<file path="src/rtl/avr_cpu_pkg.sv">
// Shared AVR CPU definitions: operation codes, opcode mask/match pairs and
// the two-word instruction predicate.
package avr_cpu_pkg;

  typedef enum logic [5:0] {
    OP_NOP  = 6'd0,
    OP_ADD, OP_ADC, OP_SUB, OP_SBC, OP_AND, OP_OR, OP_EOR, OP_MOV, OP_CP, OP_CPC,
    OP_LDI, OP_SUBI, OP_SBCI, OP_ANDI, OP_ORI, OP_CPI,
    OP_INC, OP_DEC, OP_COM, OP_NEG, OP_LSR, OP_ROR, OP_ASR, OP_SWAP,
    OP_RJMP, OP_RCALL, OP_BRBS, OP_BRBC, OP_RET,
    OP_JMP, OP_CALL, OP_LDS, OP_STS
  } avr_op_t;

  // Operand layout selector used by the field extractor.
  typedef enum logic [2:0] {
    FMT_NONE, FMT_RR, FMT_IMM8, FMT_RD, FMT_REL12, FMT_BR, FMT_JMP, FMT_LDS
  } avr_fmt_t;

  localparam logic [15:0] M_ALU  = 16'hFC00;
  localparam logic [15:0] M_IMM  = 16'hF000;
  localparam logic [15:0] M_ONE  = 16'hFE0F;
  localparam logic [15:0] M_JMP  = 16'hFE0E;
  localparam logic [15:0] M_BR   = 16'hFC00;
  localparam logic [15:0] M_FULL = 16'hFFFF;

  localparam logic [15:0] X_ADD  = 16'h0C00, X_ADC  = 16'h1C00, X_SUB  = 16'h1800;
  localparam logic [15:0] X_SBC  = 16'h0800, X_AND  = 16'h2000, X_EOR  = 16'h2400;
  localparam logic [15:0] X_OR   = 16'h2800, X_MOV  = 16'h2C00, X_CP   = 16'h1400;
  localparam logic [15:0] X_CPC  = 16'h0400;
  localparam logic [15:0] X_LDI  = 16'hE000, X_CPI  = 16'h3000, X_SBCI = 16'h4000;
  localparam logic [15:0] X_SUBI = 16'h5000, X_ORI  = 16'h6000, X_ANDI = 16'h7000;
  localparam logic [15:0] X_COM  = 16'h9400, X_NEG  = 16'h9401, X_SWAP = 16'h9402;
  localparam logic [15:0] X_INC  = 16'h9403, X_ASR  = 16'h9405, X_LSR  = 16'h9406;
  localparam logic [15:0] X_ROR  = 16'h9407, X_DEC  = 16'h940A;
  localparam logic [15:0] X_RJMP = 16'hC000, X_RCALL = 16'hD000;
  localparam logic [15:0] X_BRBS = 16'hF000, X_BRBC = 16'hF400;
  localparam logic [15:0] X_RET  = 16'h9508, X_NOP  = 16'h0000;
  localparam logic [15:0] X_JMP  = 16'h940C, X_CALL = 16'h940E;
  localparam logic [15:0] X_LDS  = 16'h9000, X_STS  = 16'h9200;

  function automatic logic op_match(input logic [15:0] w, input logic [15:0] mask,
                                    input logic [15:0] match);
    return (w & mask) == match;
  endfunction

  function automatic logic is_two_word(input logic [15:0] w);
    return op_match(w, M_JMP, X_JMP) || op_match(w, M_JMP, X_CALL) ||
           op_match(w, M_ONE, X_LDS) || op_match(w, M_ONE, X_STS);
  endfunction

endpackage

</file>
<file path="src/rtl/avr_cpu_decode_comb.sv">
// Combinational classification and operand extraction for one 16-bit word.
// Two-word first words yield their partial fields; the top merges word two.
module avr_cpu_decode_comb
  import avr_cpu_pkg::*;
(
  input  logic [15:0] i_word,
  output avr_op_t     o_op,
  output logic [4:0]  o_rd,
  output logic [4:0]  o_rr,
  output logic [21:0] o_imm,
  output logic        o_illegal,
  output logic        o_two_word
);

  avr_op_t  w_op;
  avr_fmt_t w_fmt;
  logic     w_illegal;

  always_comb begin
    w_op      = OP_NOP;
    w_fmt     = FMT_NONE;
    w_illegal = 1'b0;
    if      (op_match(i_word, M_FULL, X_NOP))   begin w_op = OP_NOP;   w_fmt = FMT_NONE;  end
    else if (op_match(i_word, M_ALU, X_ADD))    begin w_op = OP_ADD;   w_fmt = FMT_RR;    end
    else if (op_match(i_word, M_ALU, X_ADC))    begin w_op = OP_ADC;   w_fmt = FMT_RR;    end
    else if (op_match(i_word, M_ALU, X_SUB))    begin w_op = OP_SUB;   w_fmt = FMT_RR;    end
    else if (op_match(i_word, M_ALU, X_SBC))    begin w_op = OP_SBC;   w_fmt = FMT_RR;    end
    else if (op_match(i_word, M_ALU, X_AND))    begin w_op = OP_AND;   w_fmt = FMT_RR;    end
    else if (op_match(i_word, M_ALU, X_OR))     begin w_op = OP_OR;    w_fmt = FMT_RR;    end
    else if (op_match(i_word, M_ALU, X_EOR))    begin w_op = OP_EOR;   w_fmt = FMT_RR;    end
    else if (op_match(i_word, M_ALU, X_MOV))    begin w_op = OP_MOV;   w_fmt = FMT_RR;    end
    else if (op_match(i_word, M_ALU, X_CP))     begin w_op = OP_CP;    w_fmt = FMT_RR;    end
    else if (op_match(i_word, M_ALU, X_CPC))    begin w_op = OP_CPC;   w_fmt = FMT_RR;    end
    else if (op_match(i_word, M_IMM, X_LDI))    begin w_op = OP_LDI;   w_fmt = FMT_IMM8;  end
    else if (op_match(i_word, M_IMM, X_SUBI))   begin w_op = OP_SUBI;  w_fmt = FMT_IMM8;  end
    else if (op_match(i_word, M_IMM, X_SBCI))   begin w_op = OP_SBCI;  w_fmt = FMT_IMM8;  end
    else if (op_match(i_word, M_IMM, X_ANDI))   begin w_op = OP_ANDI;  w_fmt = FMT_IMM8;  end
    else if (op_match(i_word, M_IMM, X_ORI))    begin w_op = OP_ORI;   w_fmt = FMT_IMM8;  end
    else if (op_match(i_word, M_IMM, X_CPI))    begin w_op = OP_CPI;   w_fmt = FMT_IMM8;  end
    else if (op_match(i_word, M_ONE, X_INC))    begin w_op = OP_INC;   w_fmt = FMT_RD;    end
    else if (op_match(i_word, M_ONE, X_DEC))    begin w_op = OP_DEC;   w_fmt = FMT_RD;    end
    else if (op_match(i_word, M_ONE, X_COM))    begin w_op = OP_COM;   w_fmt = FMT_RD;    end
    else if (op_match(i_word, M_ONE, X_NEG))    begin w_op = OP_NEG;   w_fmt = FMT_RD;    end
    else if (op_match(i_word, M_ONE, X_LSR))    begin w_op = OP_LSR;   w_fmt = FMT_RD;    end
    else if (op_match(i_word, M_ONE, X_ROR))    begin w_op = OP_ROR;   w_fmt = FMT_RD;    end
    else if (op_match(i_word, M_ONE, X_ASR))    begin w_op = OP_ASR;   w_fmt = FMT_RD;    end
    else if (op_match(i_word, M_ONE, X_SWAP))   begin w_op = OP_SWAP;  w_fmt = FMT_RD;    end
    else if (op_match(i_word, M_IMM, X_RJMP))   begin w_op = OP_RJMP;  w_fmt = FMT_REL12; end
    else if (op_match(i_word, M_IMM, X_RCALL))  begin w_op = OP_RCALL; w_fmt = FMT_REL12; end
    else if (op_match(i_word, M_BR, X_BRBS))    begin w_op = OP_BRBS;  w_fmt = FMT_BR;    end
    else if (op_match(i_word, M_BR, X_BRBC))    begin w_op = OP_BRBC;  w_fmt = FMT_BR;    end
    else if (op_match(i_word, M_FULL, X_RET))   begin w_op = OP_RET;   w_fmt = FMT_NONE;  end
    else if (op_match(i_word, M_JMP, X_JMP))    begin w_op = OP_JMP;   w_fmt = FMT_JMP;   end
    else if (op_match(i_word, M_JMP, X_CALL))   begin w_op = OP_CALL;  w_fmt = FMT_JMP;   end
    else if (op_match(i_word, M_ONE, X_LDS))    begin w_op = OP_LDS;   w_fmt = FMT_LDS;   end
    else if (op_match(i_word, M_ONE, X_STS))    begin w_op = OP_STS;   w_fmt = FMT_LDS;   end
    else w_illegal = 1'b1;
  end

  always_comb begin
    o_rd  = '0;
    o_rr  = '0;
    o_imm = '0;
    case (w_fmt)
      FMT_RR:    begin o_rd = i_word[8:4]; o_rr = {i_word[9], i_word[3:0]}; end
      FMT_IMM8:  begin
        o_rd  = {1'b1, i_word[7:4]};
        o_imm = {14'd0, i_word[11:8], i_word[3:0]};
      end
      FMT_RD:    o_rd = i_word[8:4];
      FMT_REL12: o_imm = {{10{i_word[11]}}, i_word[11:0]};
      FMT_BR:    begin o_imm = {{15{i_word[9]}}, i_word[9:3]}; o_rr = {2'b00, i_word[2:0]}; end
      // Upper address bits sit in place; word two is ORed into [15:0].
      FMT_JMP:   o_imm = {i_word[8:4], i_word[0], 16'h0000};
      FMT_LDS:   o_rd = i_word[8:4];
      default:   ;
    endcase
  end

  assign o_op       = w_op;
  assign o_illegal  = w_illegal;
  assign o_two_word = is_two_word(i_word);

endmodule

</file>
<file path="src/rtl/avr_cpu_decode.sv">
// AVR decode stage: registers one decoded instruction per accepted word and
// reassembles JMP/CALL/LDS/STS across two words.
module avr_cpu_decode
  import avr_cpu_pkg::*;
(
  input  logic        clk,
  input  logic        rst,
  input  logic [15:0] opcode,
  input  logic        opcode_valid,
  input  logic        stall,
  input  logic        flush,
  output logic        dec_valid,
  output avr_op_t     dec_op,
  output logic [4:0]  dec_rd,
  output logic [4:0]  dec_rr,
  output logic [21:0] dec_imm,
  output logic        dec_illegal
);

  typedef enum logic {ST_IDLE, ST_WORD2} state_t;

  state_t      r_state, w_state_n;
  logic        r_valid, w_valid_n;
  avr_op_t     r_op, w_op_n;
  logic [4:0]  r_rd, w_rd_n, r_rr, w_rr_n;
  logic [21:0] r_imm, w_imm_n;
  logic        r_ill, w_ill_n;
  avr_op_t     r_pend_op, w_pend_op_n;
  logic [4:0]  r_pend_rd, w_pend_rd_n;
  logic [21:0] r_pend_imm, w_pend_imm_n;

  avr_op_t     w_op;
  logic [4:0]  w_rd, w_rr;
  logic [21:0] w_imm;
  logic        w_ill, w_two;

  avr_cpu_decode_comb u_comb (
    .i_word     (opcode),
    .o_op       (w_op),
    .o_rd       (w_rd),
    .o_rr       (w_rr),
    .o_imm      (w_imm),
    .o_illegal  (w_ill),
    .o_two_word (w_two)
  );

  always_comb begin
    w_state_n    = r_state;
    w_valid_n    = r_valid;
    w_op_n       = r_op;
    w_rd_n       = r_rd;
    w_rr_n       = r_rr;
    w_imm_n      = r_imm;
    w_ill_n      = r_ill;
    w_pend_op_n  = r_pend_op;
    w_pend_rd_n  = r_pend_rd;
    w_pend_imm_n = r_pend_imm;
    if (flush) begin
      w_state_n = ST_IDLE;
      w_valid_n = 1'b0;
    end else if (!stall) begin
      if (!opcode_valid) begin
        w_valid_n = 1'b0;
      end else if (r_state == ST_WORD2) begin
        // This word is pure operand data; it never goes through classification.
        w_state_n = ST_IDLE;
        w_valid_n = 1'b1;
        w_op_n    = r_pend_op;
        w_rd_n    = r_pend_rd;
        w_rr_n    = '0;
        w_imm_n   = r_pend_imm | {6'd0, opcode};
        w_ill_n   = 1'b0;
      end else if (w_two) begin
        w_state_n    = ST_WORD2;
        w_valid_n    = 1'b0;
        w_pend_op_n  = w_op;
        w_pend_rd_n  = w_rd;
        w_pend_imm_n = w_imm;
      end else begin
        w_valid_n = 1'b1;
        w_op_n    = w_op;
        w_rd_n    = w_rd;
        w_rr_n    = w_rr;
        w_imm_n   = w_imm;
        w_ill_n   = w_ill;
      end
    end
  end

  always_ff @(posedge clk) begin
    if (rst) begin
      r_state    <= ST_IDLE;
      r_valid    <= 1'b0;
      r_op       <= OP_NOP;
      r_rd       <= '0;
      r_rr       <= '0;
      r_imm      <= '0;
      r_ill      <= 1'b0;
      r_pend_op  <= OP_NOP;
      r_pend_rd  <= '0;
      r_pend_imm <= '0;
    end else begin
      r_state    <= w_state_n;
      r_valid    <= w_valid_n;
      r_op       <= w_op_n;
      r_rd       <= w_rd_n;
      r_rr       <= w_rr_n;
      r_imm      <= w_imm_n;
      r_ill      <= w_ill_n;
      r_pend_op  <= w_pend_op_n;
      r_pend_rd  <= w_pend_rd_n;
      r_pend_imm <= w_pend_imm_n;
    end
  end

  assign dec_valid   = r_valid;
  assign dec_op      = r_op;
  assign dec_rd      = r_rd;
  assign dec_rr      = r_rr;
  assign dec_imm     = r_imm;
  assign dec_illegal = r_ill;

endmodule

</file>
<file path="config.mk">
export PLATFORM = sky130hd
export DESIGN_NAME = avr_cpu_decode
export DESIGN_NICKNAME = d
export VERILOG_FILES = /design/src/rtl/avr_cpu_pkg.sv /design/src/rtl/avr_cpu_decode_comb.sv /design/src/rtl/avr_cpu_decode.sv
export SDC_FILE = /design/constraint.sdc
export NUM_CORES = 1
export LEC_CHECK = 0
export ABC_AREA = 1
export CORE_MARGIN = 3
export CORE_UTILIZATION = 45
export CTS_CLUSTER_DIAMETER = 80
export DETAILED_ROUTE_END_ITERATION = 6
export GPL_TIMING_DRIVEN = 0
export PLACE_DENSITY = 0.79
export SLEW_MARGIN = 20
export SYNTH_ARGS = -nofsm -noshare
export SYNTH_HDL_FRONTEND = slang
export SYNTH_SLANG_ARGS = --single-unit
</file>
<file path="constraint.sdc">
create_clock -name clk -period 5.6 [get_ports clk]
set_clock_uncertainty 0.1 [all_clocks]
set_input_delay 1.12 -clock clk [delete_from_list [all_inputs] [get_ports clk]]
set_output_delay 1.12 -clock clk [all_outputs]
set_load 0.005 [all_outputs]
</file>
==> flow_summary.toml, run 1 <==
[setup_path]
regToRegEndpoint = "dec_imm[12]$_SDFFE_PP0P_"
cp_max_fo = 6
crit_type = "input pin to flip-flop"
worstReg2RegStart = "r_state$_SDFFE_PP0P_"
end_kind = "flip-flop"
crit_arrival_ps = 3480
cp.required_ps = 5720
cp-start-kind = "input pin"
r2r_cells = 6
rrSetupSlack_ps = 3140

[clock_tree]
cts_buffers = 9
path_clk_slew_ps = 70
htreeDepth = 3
clock_sinks = 70
cts_resized = 0
clockRootBuffer = "clkbuf_8"
clock_latency_ps = 360
hold_buffers = 0
cts_setup_buffers = 0
cts_tree = "done"
clk_path_buf_depth = 2

[finish]
syn_to_final_growth_pct = 22.67
drive_gt1_frac = 0.1184
nNetsFinal = 608
multi_input_area_mm2 = 0.001819
final_area_mm2 = 0.004482
fill_cells = 732
diodes = 0
regArea_mm2 = 0.001401

[synth]
synth_top_area_cell = "dfxtp_1"
avgSynthCellArea_um2 = 6.972
synth_ff_type = "dfxtp_1"
synth_top_cells_by_count = "nand2_1, dfxtp_1, a21oi_1, inv_1, nor2_1"
ys_types = 42
synth-edff-count = 0
synth_cells = 524
syn-cell-area_mm2 = 0.003654
yosys_warnings = 0
yosysTopAreaCellShare = 0.3836
netlist_top_cells_area = "dfxtp_1, nand2_1, a21oi_1"
ys_ff_latch = 70
synth_seq_area_share = 0.3836
async_flop_share = 0
syn-num-nets = 545
post-synth-top-count-cell = "nand2_1"

[placed_design]
place_area_mm2 = 0.004302
hpwlAfterDp_um = 8257
place_congestion = 0.9913
port_buffers = 52
preCtsSetupSlack_ps = 1901

[grt]
grt_max_degree = 12
antenna_found_initial = 0
grt_pass1_wl_um = 17650
grt_overflow = 0
grt_pass1_vias = 3525
track_usage = 0.2514

[routing]
drtIter0Drc = 360
drcViolationCount = 0
first_pass_iters = 5
wl_um = 11250
ant_nets = 0
avgViaCountPerCell = 5.625
num_vias = 3898
wl_per_cell_um = 16.24

[sta]
slew_viol_final = 0
final-hold-violation-count = 0
min_period_ps = 3362
grt_setup_unrepaired = "no"
maxSlewHeadroom = 0.5820
worst_slew_pin_slew_ps = 627.0
setup_viol = 0
timing.final.crit_share = 0.6003
timing.final.ws_setup_ps = 2238
timing.hold.ws_ps = 362.3
fin_tns_setup_ps = 0
fmax_ghz = 0.2975

[min_path]
holdPathEnd = "r_pend_imm[6]$_SDFFE_PP0P_"
hold_path_startpoint = "r_pend_imm[6]$_SDFFE_PP0P_"
hold_path_class = "flip-flop to flip-flop"
holdPathStages = 2

[power_and_ir_drop]
design_power_total_mw = 1.040
ir_worst_vdd_uv = 184.4
total_leakage_power_nw = 1.953
p_per_area_mw_per_mm2 = 232.1

[die]
rows = 32
chipWidth_um = 96.11
initial_core_util = 0.4679
core-area_mm2 = 0.007807
fp.dieArea_mm2 = 0.009236
die_h_um = 96.11
ios = 61

[run]
drv_cap = 0

[status]
outcome = "complete, no violations"
[cell usage in the layout, fill, tap and decap left out, types with 2 or more instances in the layout]
master / n
nor2_2: 6
nor2_1: 45
buf_1: 2
o311ai_0: 3
clkinv_1: 3
a221oi_1: 2
nand2_1: 96
dfxtp_1: 70
nand2_2: 5
clkbuf_8: 9
a32oi_1: 2
buf_2: 4
a21oi_1: 51
o311ai_1: 7
nor2_4: 3
clkdlybuf4s50_1: 52
nand3_1: 39
nor3_1: 10
clkbuf_1: 15
inv_1: 51
clkinv_2: 2
nor4_1: 2
o211ai_1: 19
o21ai_0: 26
o21ai_1: 8
inv_2: 18
a31oi_1: 5
nand4_1: 8
buf_4: 10
[stage by stage]
stage | utilization | cells
3_5_place_dp | 0.5510 | 678
6_report | 0.5740 | 693
5_1_grt | 0.5740 | 693
4_1_cts | 0.5740 | 693
3_3_place_gp | 0.5510 | 678
2_1_floorplan | - | 524
[sequential cells by signal, indices dropped and copies added, names as in the netlist]
register	count
dec_illegal	1
dec_imm	22
dec_op	6
dec_rd	5
dec_rr	5
dec_valid	1
r_pend_imm	18
r_pend_op	6
r_pend_rd	5
r_state	1
[logic make-up after synthesis]
family          count (synthesis)  synth area share
buf+inv                       102            0.1185
simple gates                  223            0.2866
flops                          70            0.3836
compound gates                129            0.2113
[layer usage]
metal / GRT usage / vias to the layer above / part of all wire
met4: 0.09597 / 0 / 0.025
met1: 0.3443 / 1790 / 0.43
met3: 0.05395 / 29 / 0.089
met5: 0 / - / 0
li1: - / 1887 / -
met2: 0.3859 / 192 / 0.45
[cell type report]
class / count / share of cell area
timing repair buffer: 52 / 0.1161
inverter: 72 / 0.06030
buffer: 30 / 0.03629
clock inverter: 4 / 0.01089
tap: 102 / 0.02848
clock buffer: 11 / 0.02931
multi-input combinational: 352 / 0.4059
sequential: 70 / 0.3127
[how the worst max path moves through the flow]
stage                          from                        end  slack, ps  depth (start not counted)
after floorplan           opcode[1]  r_pend_rd[0]$_SDFFE_PP0P_       2940                         16
after global placement    opcode[2]     dec_rd[4]$_SDFFE_PP0P_       1960                         14
after detailed placement  opcode[2]     dec_rd[4]$_SDFFE_PP0P_       1900                         14
after CTS                 opcode[2]     dec_rd[4]$_SDFFE_PP0P_       2270                         14
after global routing      opcode[2]     dec_rd[4]$_SDFFE_PP0P_       2000                         14
final                     opcode[2]     dec_rd[4]$_SDFFE_PP0P_       2240                         14
[critical path, stage by stage]
cell and delay [ps]:
clkdlybuf4s50_1 690, inv_1 130, nand2_1 110, nor2_2 60, inv_2 70, nor2_4 40, nand2_1 70, nand2_1 100
nor3_1 340, nand4_1 300, nand3_1 180, nand3_1 80, nand2_1 120, a21oi_1 70
[where the power goes]
| part | leakage [nW] | switching (mW) | internal, mW |
|---|---|---|---|
| logic | 1.29 | 0.0891 | 0.0515 |
| clock network | 0.0931 | 0.187 | 0.203 |
| registers | 0.566 | 0.00422 | 0.506 |
(Power assumes the default switching activity.)
==> inputs of run 2 (changes only) <==
==> constraint.sdc (replaced) <==
create_clock -name clk -period 3.5 [get_ports clk]
set_clock_uncertainty 0.1 [all_clocks]
set_input_delay 0.7 -clock clk [delete_from_list [all_inputs] [get_ports clk]]
set_output_delay 0.7 -clock clk [all_outputs]
set_load 0.005 [all_outputs]
==> results of run 2 <==
The final DEF is identical to that of run 1. Status: complete, no violations.
Among the figures that moved: setup slack after placement 1901 ps -> 220.9 ps; setup slack after layout 2238 ps -> 558.5 ps; register-to-register setup slack 3140 ps -> 1040 ps; total power 1.040 mW -> 1.664 mW; worst IR drop on VDD 184.4 uV -> 295.1 uV
